File: src/rtl/controlador_ula.sv
// Arbiter/sequencer for a shared 4-bit ALU: two requesters, round-robin grant, operands held
// on the ALU for EXEC_CYCLES cycles, then the result is registered and a one-cycle gnt pulses.
module controlador_ula #(
    parameter int unsigned EXEC_CYCLES = 1
) (
    input  logic       clk,
    input  logic       rst_n,
    input  logic       req0,
    input  logic       req1,
    input  logic [1:0] op0,
    input  logic [1:0] op1,
    input  logic [3:0] a0,
    input  logic [3:0] b0,
    input  logic [3:0] a1,
    input  logic [3:0] b1,
    output logic       gnt0,
    output logic       gnt1,
    output logic [3:0] res,
    output logic       res_cout,
    output logic       res_ov,
    output logic       res_zero,
    output logic       busy,
    output logic [3:0] alu_a,
    output logic [3:0] alu_b,
    output logic [1:0] alu_sel,
    input  logic [3:0] alu_y,
    input  logic       alu_cout,
    input  logic       alu_ov
);

    localparam logic [3:0] ExecLoad = 4'(EXEC_CYCLES);

    typedef enum logic [1:0] {StIdle, StExec, StDone} state_e;

    state_e     state_q, state_d;
    logic       ptr_q, ptr_d;
    logic       owner_q, owner_d;
    logic [3:0] cnt_q, cnt_d;
    logic [3:0] alu_a_q, alu_a_d;
    logic [3:0] alu_b_q, alu_b_d;
    logic [1:0] alu_sel_q, alu_sel_d;
    logic [3:0] res_q, res_d;
    logic       res_cout_q, res_cout_d;
    logic       res_ov_q, res_ov_d;
    logic       res_zero_q, res_zero_d;
    logic       pick1;
    logic       arith;

    always_comb begin
        state_d    = state_q;
        ptr_d      = ptr_q;
        owner_d    = owner_q;
        cnt_d      = cnt_q;
        alu_a_d    = alu_a_q;
        alu_b_d    = alu_b_q;
        alu_sel_d  = alu_sel_q;
        res_d      = res_q;
        res_cout_d = res_cout_q;
        res_ov_d   = res_ov_q;
        res_zero_d = res_zero_q;
        // Requester 1 wins when alone, or when both ask and the pointer favours it.
        pick1      = req1 & (~req0 | ptr_q);
        // add/sub have alu_sel[1] clear; logic ops carry no meaningful flags.
        arith      = ~alu_sel_q[1];

        case (state_q)
            StIdle: begin
                if (req0 | req1) begin
                    owner_d   = pick1;
                    alu_sel_d = pick1 ? op1 : op0;
                    alu_a_d   = pick1 ? a1 : a0;
                    alu_b_d   = pick1 ? b1 : b0;
                    cnt_d     = ExecLoad;
                    state_d   = StExec;
                end
            end
            StExec: begin
                if (cnt_q > 4'd1) begin
                    cnt_d = cnt_q - 4'd1;
                end else begin
                    cnt_d      = 4'd0;
                    res_d      = alu_y;
                    res_cout_d = arith & alu_cout;
                    res_ov_d   = arith & alu_ov;
                    res_zero_d = (alu_y == 4'd0);
                    state_d    = StDone;
                end
            end
            StDone: begin
                ptr_d   = ~owner_q;
                state_d = StIdle;
            end
            default: state_d = StIdle;
        endcase
    end

    always_ff @(posedge clk or negedge rst_n) begin
        if (!rst_n) begin
            state_q    <= StIdle;
            ptr_q      <= 1'b0;
            owner_q    <= 1'b0;
            cnt_q      <= 4'd0;
            alu_a_q    <= 4'd0;
            alu_b_q    <= 4'd0;
            alu_sel_q  <= 2'd0;
            res_q      <= 4'd0;
            res_cout_q <= 1'b0;
            res_ov_q   <= 1'b0;
            res_zero_q <= 1'b1;
        end else begin
            state_q    <= state_d;
            ptr_q      <= ptr_d;
            owner_q    <= owner_d;
            cnt_q      <= cnt_d;
            alu_a_q    <= alu_a_d;
            alu_b_q    <= alu_b_d;
            alu_sel_q  <= alu_sel_d;
            res_q      <= res_d;
            res_cout_q <= res_cout_d;
            res_ov_q   <= res_ov_d;
            res_zero_q <= res_zero_d;
        end
    end

    assign gnt0     = (state_q == StDone) & ~owner_q;
    assign gnt1     = (state_q == StDone) & owner_q;
    assign busy     = (state_q != StIdle);
    assign alu_a    = alu_a_q;
    assign alu_b    = alu_b_q;
    assign alu_sel  = alu_sel_q;
    assign res      = res_q;
    assign res_cout = res_cout_q;
    assign res_ov   = res_ov_q;
    assign res_zero = res_zero_q;

endmodule
File: config.mk
export PLATFORM = sky130hd
export DESIGN_NAME = controlador_ula
export DESIGN_NICKNAME = d
export VERILOG_FILES = /design/src/rtl/controlador_ula.sv
export SDC_FILE = /design/constraint.sdc
export NUM_CORES = 1
export LEC_CHECK = 0
export ABC_AREA = 1
export BUFFER_PORTS_ARGS = -buffer_cell sky130_fd_sc_hd__buf_2
export CAP_MARGIN = 40
export CORE_ASPECT_RATIO = 0.75
export CORE_MARGIN = 3
export CORE_UTILIZATION = 45
export CTS_BUF_LIST = sky130_fd_sc_hd__clkbuf_16
export DETAILED_ROUTE_END_ITERATION = 16
export GPL_ROUTABILITY_DRIVEN = 0
export PLACE_DENSITY = 0.72
export SYNTH_ARGS = -nofsm -noshare
export SYNTH_HDL_FRONTEND = slang
export SYNTH_SLANG_ARGS = --single-unit
File: constraint.sdc
create_clock -name clk -period 1.6 [get_ports clk]
set_input_delay 0.24 -clock clk [delete_from_list [all_inputs] [get_ports clk]]
set_output_delay 0.24 -clock clk [all_outputs]
set_load 0.01 [all_outputs]
# After elaboration in Yosys (flattened, before gate mapping)
# Cells that the tools add are included.
# W data, S select, Z words.
dict set report word_totals {
  latchBits 0
  mem_bits_rw 0
  regBits 25
  mem_bits_ro 0
  n_memories 0
  in_bits 30
}
dict set report classes {
  n_mux 9
  n_bitwise 11
  order_cmp 1
  reduce_logical 8
  n_shift 0
  n_addsub 1
  eq_ne 4
  n_div 0
  n_mul 0
}
# op n
set ops {}
lappend ops {{$mux W4} 4}
lappend ops {{$pmux W4 S2} 1}
lappend ops {{$reduce_and A2 Y1} 4}
lappend ops {{$mux W2} 3}
lappend ops {{$and A1 B1 Y1} 5}
lappend ops {{$gt A4 B1 Y1 const B} 1}
lappend ops {{$logic_not A4 Y1} 1}
lappend ops {{$ne A2 B2 Y1 const B} 2}
lappend ops {{$not A1 Y1} 4}
lappend ops {{$pmux W2 S2} 1}
lappend ops {{$reduce_bool A2 Y1} 2}
lappend ops {{$sub A4 B1 Y4 const B} 1}
lappend ops {{$eq A2 B1 Y1 const B} 1}
lappend ops {{$eq A2 B2 Y1 const B} 1}
lappend ops {{$logic_not A2 Y1} 1}
lappend ops {{$or A1 B1 Y1} 2}

# Longest topological paths before layout
# Gate-level depths: netlist of run 1.
dict set report depth {
  word_depth 4
  depth_mapped 9
  depth_no_buf 9
}

# Worst setup path before layout of run 1
# OpenSTA, ideal clock, no wires.
dict set report synth_path {
  kind {flip-flop to flip-flop}
  startpoint {register cnt_q[0]}
  endpoint {register res_cout_q (netlist: res_cout)}
  slack_ns 0.334
  path_buffers 0
  arrival_ns 1.148
  setup_ns 0.118
  synth_period_minus_slack_ns 1.266
  path_stages_with_launch 8
  path_cell_list {dfrtp_1 > inv_1 > ha_1 > nor2_1 > nor2_2 > nand2_1 > nand2_1 > nand2_1}
}
dict set report synth_via {
  elab_chain_len 3
}
# element line_no
set synth_rtl {}
lappend synth_rtl {{from (decl)} 38} ;# logic [3:0] cnt_q, cnt_d;
lappend synth_rtl {{from (signal assigned)} 114} ;# cnt_q <= cnt_d;
lappend synth_rtl {{$gt A4 B1 Y1} 78} ;# if (cnt_q > 4'd1) begin
lappend synth_rtl {{$not A1 Y1 (no line)} -}
lappend synth_rtl {{$reduce_and A2 Y1 (no line)} -}
lappend synth_rtl {{to (signal assigned)} 119} ;# res_cout_q <= res_cout_d;
lappend synth_rtl {{to (decl)} 43} ;# logic res_cout_q, res_cout_d;
# Every way passes these cells.
# A chain may end at the register's enable or synchronous reset.

# Worst setup path after layout of run 1
# Ends and elaborated chain as after synthesis.

==> flow_summary.toml, run 1 <==
[floorplanning]
core-area_um2 = 2720
io_pins = 50
die_x_um = 68.8
fp-row-count = 16
dieArea_um2 = 3660
start_util_pct = 48.9
die_height_um = 53.1

[grt]
grt_max_degree = 26
grt_pass1_wl_um = 5010
grt_pass1_vias = 1168
grtUsageTotal_pct = 18.4
antenna_found_initial = 0
grt_overflow = 0

[yosys]
synth_top_area_share_pct = 45.1
synth_area_leaders = "dfrtp_1, nand2_1, inv_1"
synthFlopType = "dfrtp_1"
synth.net_count = 219
synth_warnings = 0
ys_ff_latch = 25
yosysTopAreaCell = "dfrtp_1"
synth_common_cells = "nand2_1, inv_1, dfrtp_1, nand3_1, nor2_1"
synthCells = 187
avgSynthCellArea_um2 = 7.13
ys_types = 18
synth_enable_flop_cells = 0
ys_seq_area_share_pct = 47.0
synth_most_common_cell = "nand2_1"
netlist_area_um2 = 1330
async_reset_ff_share_pct = 100

[setup_path]
startpoint = "cnt_q[0]"
end_kind = "flip-flop"
reg2reg_to = "res_cout"
crit_type = "flip-flop to flip-flop"
cp.required_ps = 1750
r2r_cells = 7
r2r_start = "cnt_q[0]"
crit_fanout = 7
worstPathArrival_ps = 1540
crit_path_start_kind = "flip-flop"
regToRegSetupSlack_ps = 210

[clocking]
htreeDepth = 1
clockBufferDepth = 2
clock_sinks = 25
clkTransAtPathRegs_ps = 60
cts_made_buffers = 3
clk_latency_ps = 260
root_buffer = "clkbuf_16"
cts_tree = "done"
cts_setup_buffers = 0

[sta]
max_freq_ghz = 0.720
worstMarginPinSlew_ps = 549
post-route-period-util_pct = 86.8
min_period_ps = 1390
fin_skew_ps = 3.04
relSlewSlack_pct = 63.4
hold_viol = 0
rsz0062_at_grt = "false"
finalSetupViolCount = 0
drv_slew = 0
tns_ps = 0

[place]
hpwl_um = 2230
io_buffer_count = 49
placed_cells = 269

[power_and_ir_drop]
leakagePower_nw = 1.06
p_per_area_nw_per_um2 = 1790
irDropWorstVdd_mv = 1.06

[finish]
fill_cells = 268
drive_gt1_share_pct = 26.5
num_antenna_cells = 0
finalNetCount = 271
layout.cells.non_filler = 274
area_delta_synth_final_pct = 27.3

[route]
avgViaCountPerCell = 4.49
wire_per_inst_um = 10.7
postRouteAntennaNets = 0
drcViolationCount = 0
dr.pass1.iters = 4
routed_wl_um = 2920
vias = 1230
drt_iter0_drc = 49

[hold_path]
hold_depth = 3
hold_class = "input pin to flip-flop"
holdPathEnd = "res[2]"
worstHoldStart = "alu_y[2]"

[status]
status = "complete, no violations"

[flow_run]
cap_viol_max_count = 0
==> critical path, stage by stage (launching register included) <==
cell and delay [ps]:
dfrtp_1 380, inv_1 130, ha_1 230, nor2_1 60, nor2_2 200, nand2_2 140
nand2_1 90, nand2_1 50
==> cells in the final DEF, fill, tap and decap left out <==
master / n
clkbuf_16: 3
inv_1: 34
dfrtp_1: 24
nor2_4: 2
nand4_1: 2
nor2_2: 2
clkinv_2: 1
o21ai_0: 2
inv_2: 2
nand2_1: 73
dlygate4sd3_1: 1
dfstp_2: 1
xor2_1: 1
nand2_2: 1
nand3_1: 23
a21oi_1: 1
buf_2: 49
and2_0: 1
nor2_1: 11
ha_1: 2
buf_4: 2
==> through the flow <==
step	instance area, um2	hold slack, ps	worst slack, ps	util (%)	power, mW
final	1700	188	212	62.3	3.04
after global routing	1700	197	58.0	62.3	3.32
after CTS	1690	190	154	62.2	3.06
after detailed placement	1600	261	163	58.9	2.49
after global placement	1600	254	241	58.9	2.47
after floorplan	1330	-55.6	334	-	2.03
==> how the worst max path moves through the flow <==
stage / endpoint / slack [ps] / cells past startpoint
6_report: res_cout / 210 / 7
2_1_floorplan: res_cout / 330 / 7
5_1_grt: res[1] / 60 / 7
3_5_place_dp: res_cout / 160 / 7
4_1_cts: res_cout / 150 / 7
3_3_place_gp: res_ov / 240 / 7
==> where the power goes <==
part	total [mW]	switching, mW	internal (mW)
sequential	1.09	0.164	0.923
combinational	1.40	0.874	0.522
clock	0.552	0.215	0.337
==> cell families after synthesis <==
family	count (synthesis)	synth area share, %
simple gates	115	36.6
buf+inv	41	12.7
flops	25	47.0
compound gates	3	1.13
fa+ha+maj	2	1.88
xor+xnor	1	0.657
==> flip-flops by register name (all words and copies together) (netlist names), 2 cells and up <==
| signal | cells |
|---|---|
| state_q | 2 |
| alu_sel | 2 |
| cnt_q | 4 |
| res | 4 |
| alu_b | 4 |
| alu_a | 4 |
==> what timing repair did <==
item	CTS	global route
hold endpoints to repair	24	0
hold buffers	1	0
resized for setup	0	1
setup endpoints to repair	0	1
==> cell type report <==
type / instances / area [um2] / area share (%)
sequential: 25 / 627 / 36.9
multi-input combinational: 121 / 539 / 31.8
timing repair buffer: 52 / 270 / 15.9
inverter: 36 / 135 / 7.96
clock buffer: 3 / 75.1 / 4.42
tap: 36 / 45.0 / 2.65
clock inverter: 1 / 5.00 / 0.295
==> routing by layer <==
metal  vias to the layer above  track usage (%)  part of all wire (%)
li1                        658                -                     -
met1                       542             24.9                    49
met2                        26             29.3                    45
met3                         4             5.10                   4.7
met4                         0             3.88                  0.89
met5                         -                0                     0
Note: power is estimated with default switching activity, not from simulation.
==> inputs of run 2 (changes only) <==
--- a/config.mk
+++ b/config.mk
@@ -10,7 +10,7 @@
 export CAP_MARGIN = 40
 export CORE_ASPECT_RATIO = 0.75
 export CORE_MARGIN = 3
-export CORE_UTILIZATION = 45
+export CORE_UTILIZATION = 43
 export CTS_BUF_LIST = sky130_fd_sc_hd__clkbuf_16
 export DETAILED_ROUTE_END_ITERATION = 16
 export GPL_ROUTABILITY_DRIVEN = 0
==> constraint.sdc (replaced) <==
create_clock -name clk -period 1.16 [get_ports clk]
set_input_delay 0.174 -clock clk [delete_from_list [all_inputs] [get_ports clk]]
set_output_delay 0.174 -clock clk [all_outputs]
set_load 0.01 [all_outputs]
==> flow_summary.toml, run 2 (synthesis results as in run 1) <==
[power_and_ir_drop]
irDropWorstVdd_mv = 1.45
switching_share_pct = 40.9
leakagePower_nw = 1.19
p_total_mw = 5.21
power.internal_mw = 3.08
p_per_area_nw_per_um2 = 2560
seq_power_share_pct = 29.6
p_sw_mw = 2.13
power_frac_comb_pct = 55.8
p_clk_share_pct = 14.6

[grt]
grtUsageTotal_pct = 17.5
grt_pass1_vias = 1260
grt_overflow = 0
grt_max_degree = 26
antenna_found_initial = 0
grt_pass1_wl_um = 5280

[finish]
finalNetCount = 287
drive_gt1_share_pct = 43.3
final_common_cell = "nand2_1"
area_delta_synth_final_pct = 52.6
final_core_util_pct = 73.1
final_cell_mix = "nand2_1, buf_2, inv_1, dfrtp_1, buf_4"
num_antenna_cells = 0

[sta]
worstMarginPinSlew_ps = 567
timing.final.ws_setup_ps = -82.6
hold_viol = 0
max_freq_ghz = 0.805
rsz0062_at_grt = "true"
relSlewSlack_pct = 62.2
drv_slew = 0
finalSetupViolCount = 18
post-route-period-util_pct = 107
min_period_ps = 1240
fin_skew_ps = 2.75

[route]
vias = 1337
routed_wl_um = 3410
drcViolationCount = 0
drt_iter0_drc = 43
dr.pass1.iters = 4
postRouteAntennaNets = 0
wire_per_inst_um = 11.7
avgViaCountPerCell = 4.61

[setup_path]
crit_path_start_kind = "flip-flop"
crit_type = "flip-flop to output port"
max_stage_delay_ps = 400
cp.required_ps = 990
crit_chain = "inv_2 > nand2_4 > nor2_1 > buf_2"
worstPathArrival_ps = 1070
end_kind = "output port"
worst-path-buf-inv = 2
slowest_stage = "dfrtp_1"
crit_fanout = 3
critical-path-top-delay-family = "flip-flops"

[status]
failed_checks = "negative setup slack"
status = "complete, but fails checks"

[clocking]
root_buffer = "clkbuf_16"
clk_latency_ps = 260
cts_made_buffers = 3
cts_tree = "done"
clockBufferDepth = 2
clkTransAtPathRegs_ps = 60
htreeDepth = 1
clock_sinks = 25

[hold_path]
hold_class = "input pin to flip-flop"

[place]
io_buffer_count = 49
hpwl_um = 2330

[floorplanning]
fp-row-count = 16
start_util_pct = 47.9
dieArea_um2 = 3810
die_height_um = 54.2
core-area_um2 = 2780
io_pins = 50
die_x_um = 70.3

[flow_run]
cap_viol_max_count = 0
-- run 2: cell count changes in the layout (fill, tap and decap cells not counted), moves of 5 or more --
cell | before | now
nand3_2 | 0 | 10
nand2_1 | 73 | 64
buf_4 | 2 | 15
nand3_1 | 23 | 12
nand2_2 | 1 | 6
-- run 2: timing repair --
item                                    CTS  global route
setup buffers                             4             5
cloned                                    0             1
gates resized for setup                  12            28
hold buffers                              1             0
pin swaps                                 6            24
endpoints found under the setup margin   10            26
hold endpoints to repair                 24             0
-- run 2: final timing paths --
path | cells past startpoint | endpoint | from | slack (ps)
min in group asynchronous | 2 | alu_b[2] | rst_n | 440
min reg2reg | 2 | alu_a[0] | alu_a[0] | 470
max reg2reg | 8 | res[2] | cnt_q[0] | -50
max in group asynchronous | 2 | state_q[1] | rst_n | 310
min | 3 | res[3] | alu_y[3] | 120
max | 4 | gnt0 | state_q[0] | -80
-- run 2: worst reg2reg max path: stages (launching register included) --
cell and delay [ps]:
dfrtp_1 430, inv_2 100, ha_4 160, inv_2 40, nand2_2 70, nand2_4 60, nor2_4 150, nand2_1 70
nand2_1 70
-- run 2: power groups by stage --
stage | combinational (mW) | sequential [mW] | clock, mW
final | 2.91 | 1.54 | 0.759
after global routing | 3.22 | 1.58 | 0.800
after CTS | 2.43 | 1.52 | 0.769
after detailed placement | 2.20 | 1.51 | 0
after global placement | 2.15 | 1.52 | 0
after floorplan | 1.22 | 1.63 | 0
-- run 2: area by class of cell --
class | count | area, um2
inverter | 36 | 135
tap | 36 | 45.0
timing repair buffer | 68 | 445
sequential | 25 | 628
clock inverter | 1 | 5.00
clock buffer | 3 | 75.1
fill | 225 | 749
multi-input combinational | 121 | 699
-- run 2: routing by layer --
layer | up-vias | wire length (um) | global-route usage, %
met1 | 610 | 1610 | 22.1
met2 | 34 | 1620 | 30.6
li1 | 689 | - | -
met4 | 0 | 25 | 3.82
met5 | - | 0 | 0
met3 | 4 | 150 | 4.95
-- run 2: per-stage QoR --
step	TNS, ps	setup slack [ps]	instances	area [um2]	hold slack (ps)
2_1_floorplan	0	23.7	187	1350	-122
3_3_place_gp	-103	-23.2	275	1690	188
3_5_place_dp	-209	-37.3	275	1690	196
4_1_cts	-273	-45.6	284	1850	120
5_1_grt	-1810	-117	290	2030	134
6_report	-542	-82.6	290	2030	121
==> inputs of run 3 (changes only) <==
--- a/config.mk
+++ b/config.mk
@@ -10,11 +10,12 @@
 export CAP_MARGIN = 40
 export CORE_ASPECT_RATIO = 0.75
 export CORE_MARGIN = 3
-export CORE_UTILIZATION = 43
+export CORE_UTILIZATION = 45
 export CTS_BUF_LIST = sky130_fd_sc_hd__clkbuf_16
 export DETAILED_ROUTE_END_ITERATION = 16
 export GPL_ROUTABILITY_DRIVEN = 0
 export PLACE_DENSITY = 0.72
+export SETUP_SLACK_MARGIN = 0.05
 export SYNTH_ARGS = -nofsm -noshare
 export SYNTH_HDL_FRONTEND = slang
 export SYNTH_SLANG_ARGS = --single-unit
==> constraint.sdc (replaced) <==
create_clock -name clk -period 1.4 [get_ports clk]
set_input_delay 0.21 -clock clk [delete_from_list [all_inputs] [get_ports clk]]
set_output_delay 0.21 -clock clk [all_outputs]
set_load 0.01 [all_outputs]
==> flow_summary.toml, run 3 (synthesis results as in run 1) <==
[status]
status = "complete, no violations"

[finish]
area_delta_synth_final_pct = 33.0
fill_cells = 257
final_cell_mix = "nand2_1, buf_2, inv_1, nand3_1, dfrtp_1"
final_common_cell = "nand2_1"
layout.cells.non_filler = 281
drive_gt1_share_pct = 31.0
num_antenna_cells = 0
finalNetCount = 278
multi_input_area_um2 = 562
ff_latch_area_um2 = 628

[route]
wire_per_inst_um = 10.5
postRouteAntennaNets = 0
drt_iter0_drc = 61
drcViolationCount = 0
avgViaCountPerCell = 4.65
routed_wl_um = 2960
dr.pass1.iters = 4
vias = 1307

[clocking]
clkTransAtPathRegs_ps = 60
cts_tree = "done"
clockBufferDepth = 2
root_buffer = "clkbuf_16"
clk_latency_ps = 260
clock_sinks = 25
htreeDepth = 1
cts_made_buffers = 3

[power_and_ir_drop]
irDropWorstVdd_mv = 1.07
p_per_area_nw_per_um2 = 2060
leakagePower_nw = 1.09
p_total_mw = 3.65

[sta]
whs_ps = 162
hold_viol = 0
max_freq_ghz = 0.776
rsz0062_at_grt = "true"
relSlewSlack_pct = 64.0
worstMarginPinSlew_ps = 540
fin_skew_ps = 3.27
post-route-period-util_pct = 92.1
tns_ps = 0
min_period_ps = 1290
finalSetupViolCount = 0
timing.final.ws_setup_ps = 111
drv_slew = 0

[setup_path]
cp.required_ps = 1190
r2r_start = "cnt_q[1]"
crit_type = "flip-flop to output port"
end_kind = "output port"
worstPathArrival_ps = 1080
r2r_cells = 8
startpoint = "state_q[0]"
crit_fanout = 3
crit_path_start_kind = "flip-flop"

[grt]
grt_pass1_vias = 1144
grt_overflow = 0
grt_max_degree = 26
grtUsageTotal_pct = 18.2
grt_pass1_wl_um = 4940
antenna_found_initial = 0

[floorplanning]
dieArea_um2 = 3660
io_pins = 50
core-area_um2 = 2720
die_x_um = 68.8
die_height_um = 53.1
fp-row-count = 16
start_util_pct = 48.9

[place]
hpwl_um = 2270
placed_cells = 274
post-place-ws_ps = 99.3
io_buffer_count = 49

[flow_run]
cap_viol_max_count = 0

[hold_path]
hold_depth = 3
worstHoldStart = "alu_y[0]"
hold_class = "input pin to flip-flop"
-- run 3: report_power, final --
| part | leakage (nW) | total, mW | switching [mW] | internal [mW] |
|---|---|---|---|---|
| logic | 0.744 | 1.77 | 1.05 | 0.722 |
| clock network | 0.0423 | 0.621 | 0.240 | 0.381 |
| registers | 0.305 | 1.26 | 0.198 | 1.06 |
-- run 3: layer usage --
layer	vias up	GRT usage (%)	share of wire [%]
li1	668	-	-
met1	593	25.7	46
met2	42	27.1	46
met3	4	4.67	7.5
met4	0	5.83	1.0
met5	-	0	0
-- run 3: final timing paths --
check	slack, ps	end
max reg2reg	160	cnt_q[3]
min	160	res[0]
max in group asynchronous	530	state_q[1]
min reg2reg	470	res_zero
min in group asynchronous	470	alu_b[0]
max	110	gnt1
-- run 3: stage by stage --
step	utilization [%]	instance area, um2
finish	65.1	1770
global route	65.1	1770
CTS	63.6	1730
detailed placement	60.3	1640
global placement	60.3	1640
floorplan	-	1330
-- run 3: final cells by class --
class                   instances  share of cell area, %
clock buffers                   3                   4.24
clock inverters                 1                  0.212
inverters                      36                   7.63
multi-input cells             121                   31.7
flip-flops and latches         25                   35.5
well taps                      36                   2.54
repair buffers                 59                   18.2
-- run 3: repair_timing --
item / CTS / global route
buffers inserted: 0 / 2
resized for setup: 0 / 9
endpoints found under the hold margin: 24 / 0
setup endpoints to repair: 0 / 12
hold buffers: 1 / 0
-- run 3: worst max-delay path, cell delays in order, from the launching register on --
cell and delay (ps):
dfrtp_1 390, inv_2 100, nand2_2 80, nor2_2 120, buf_2 130
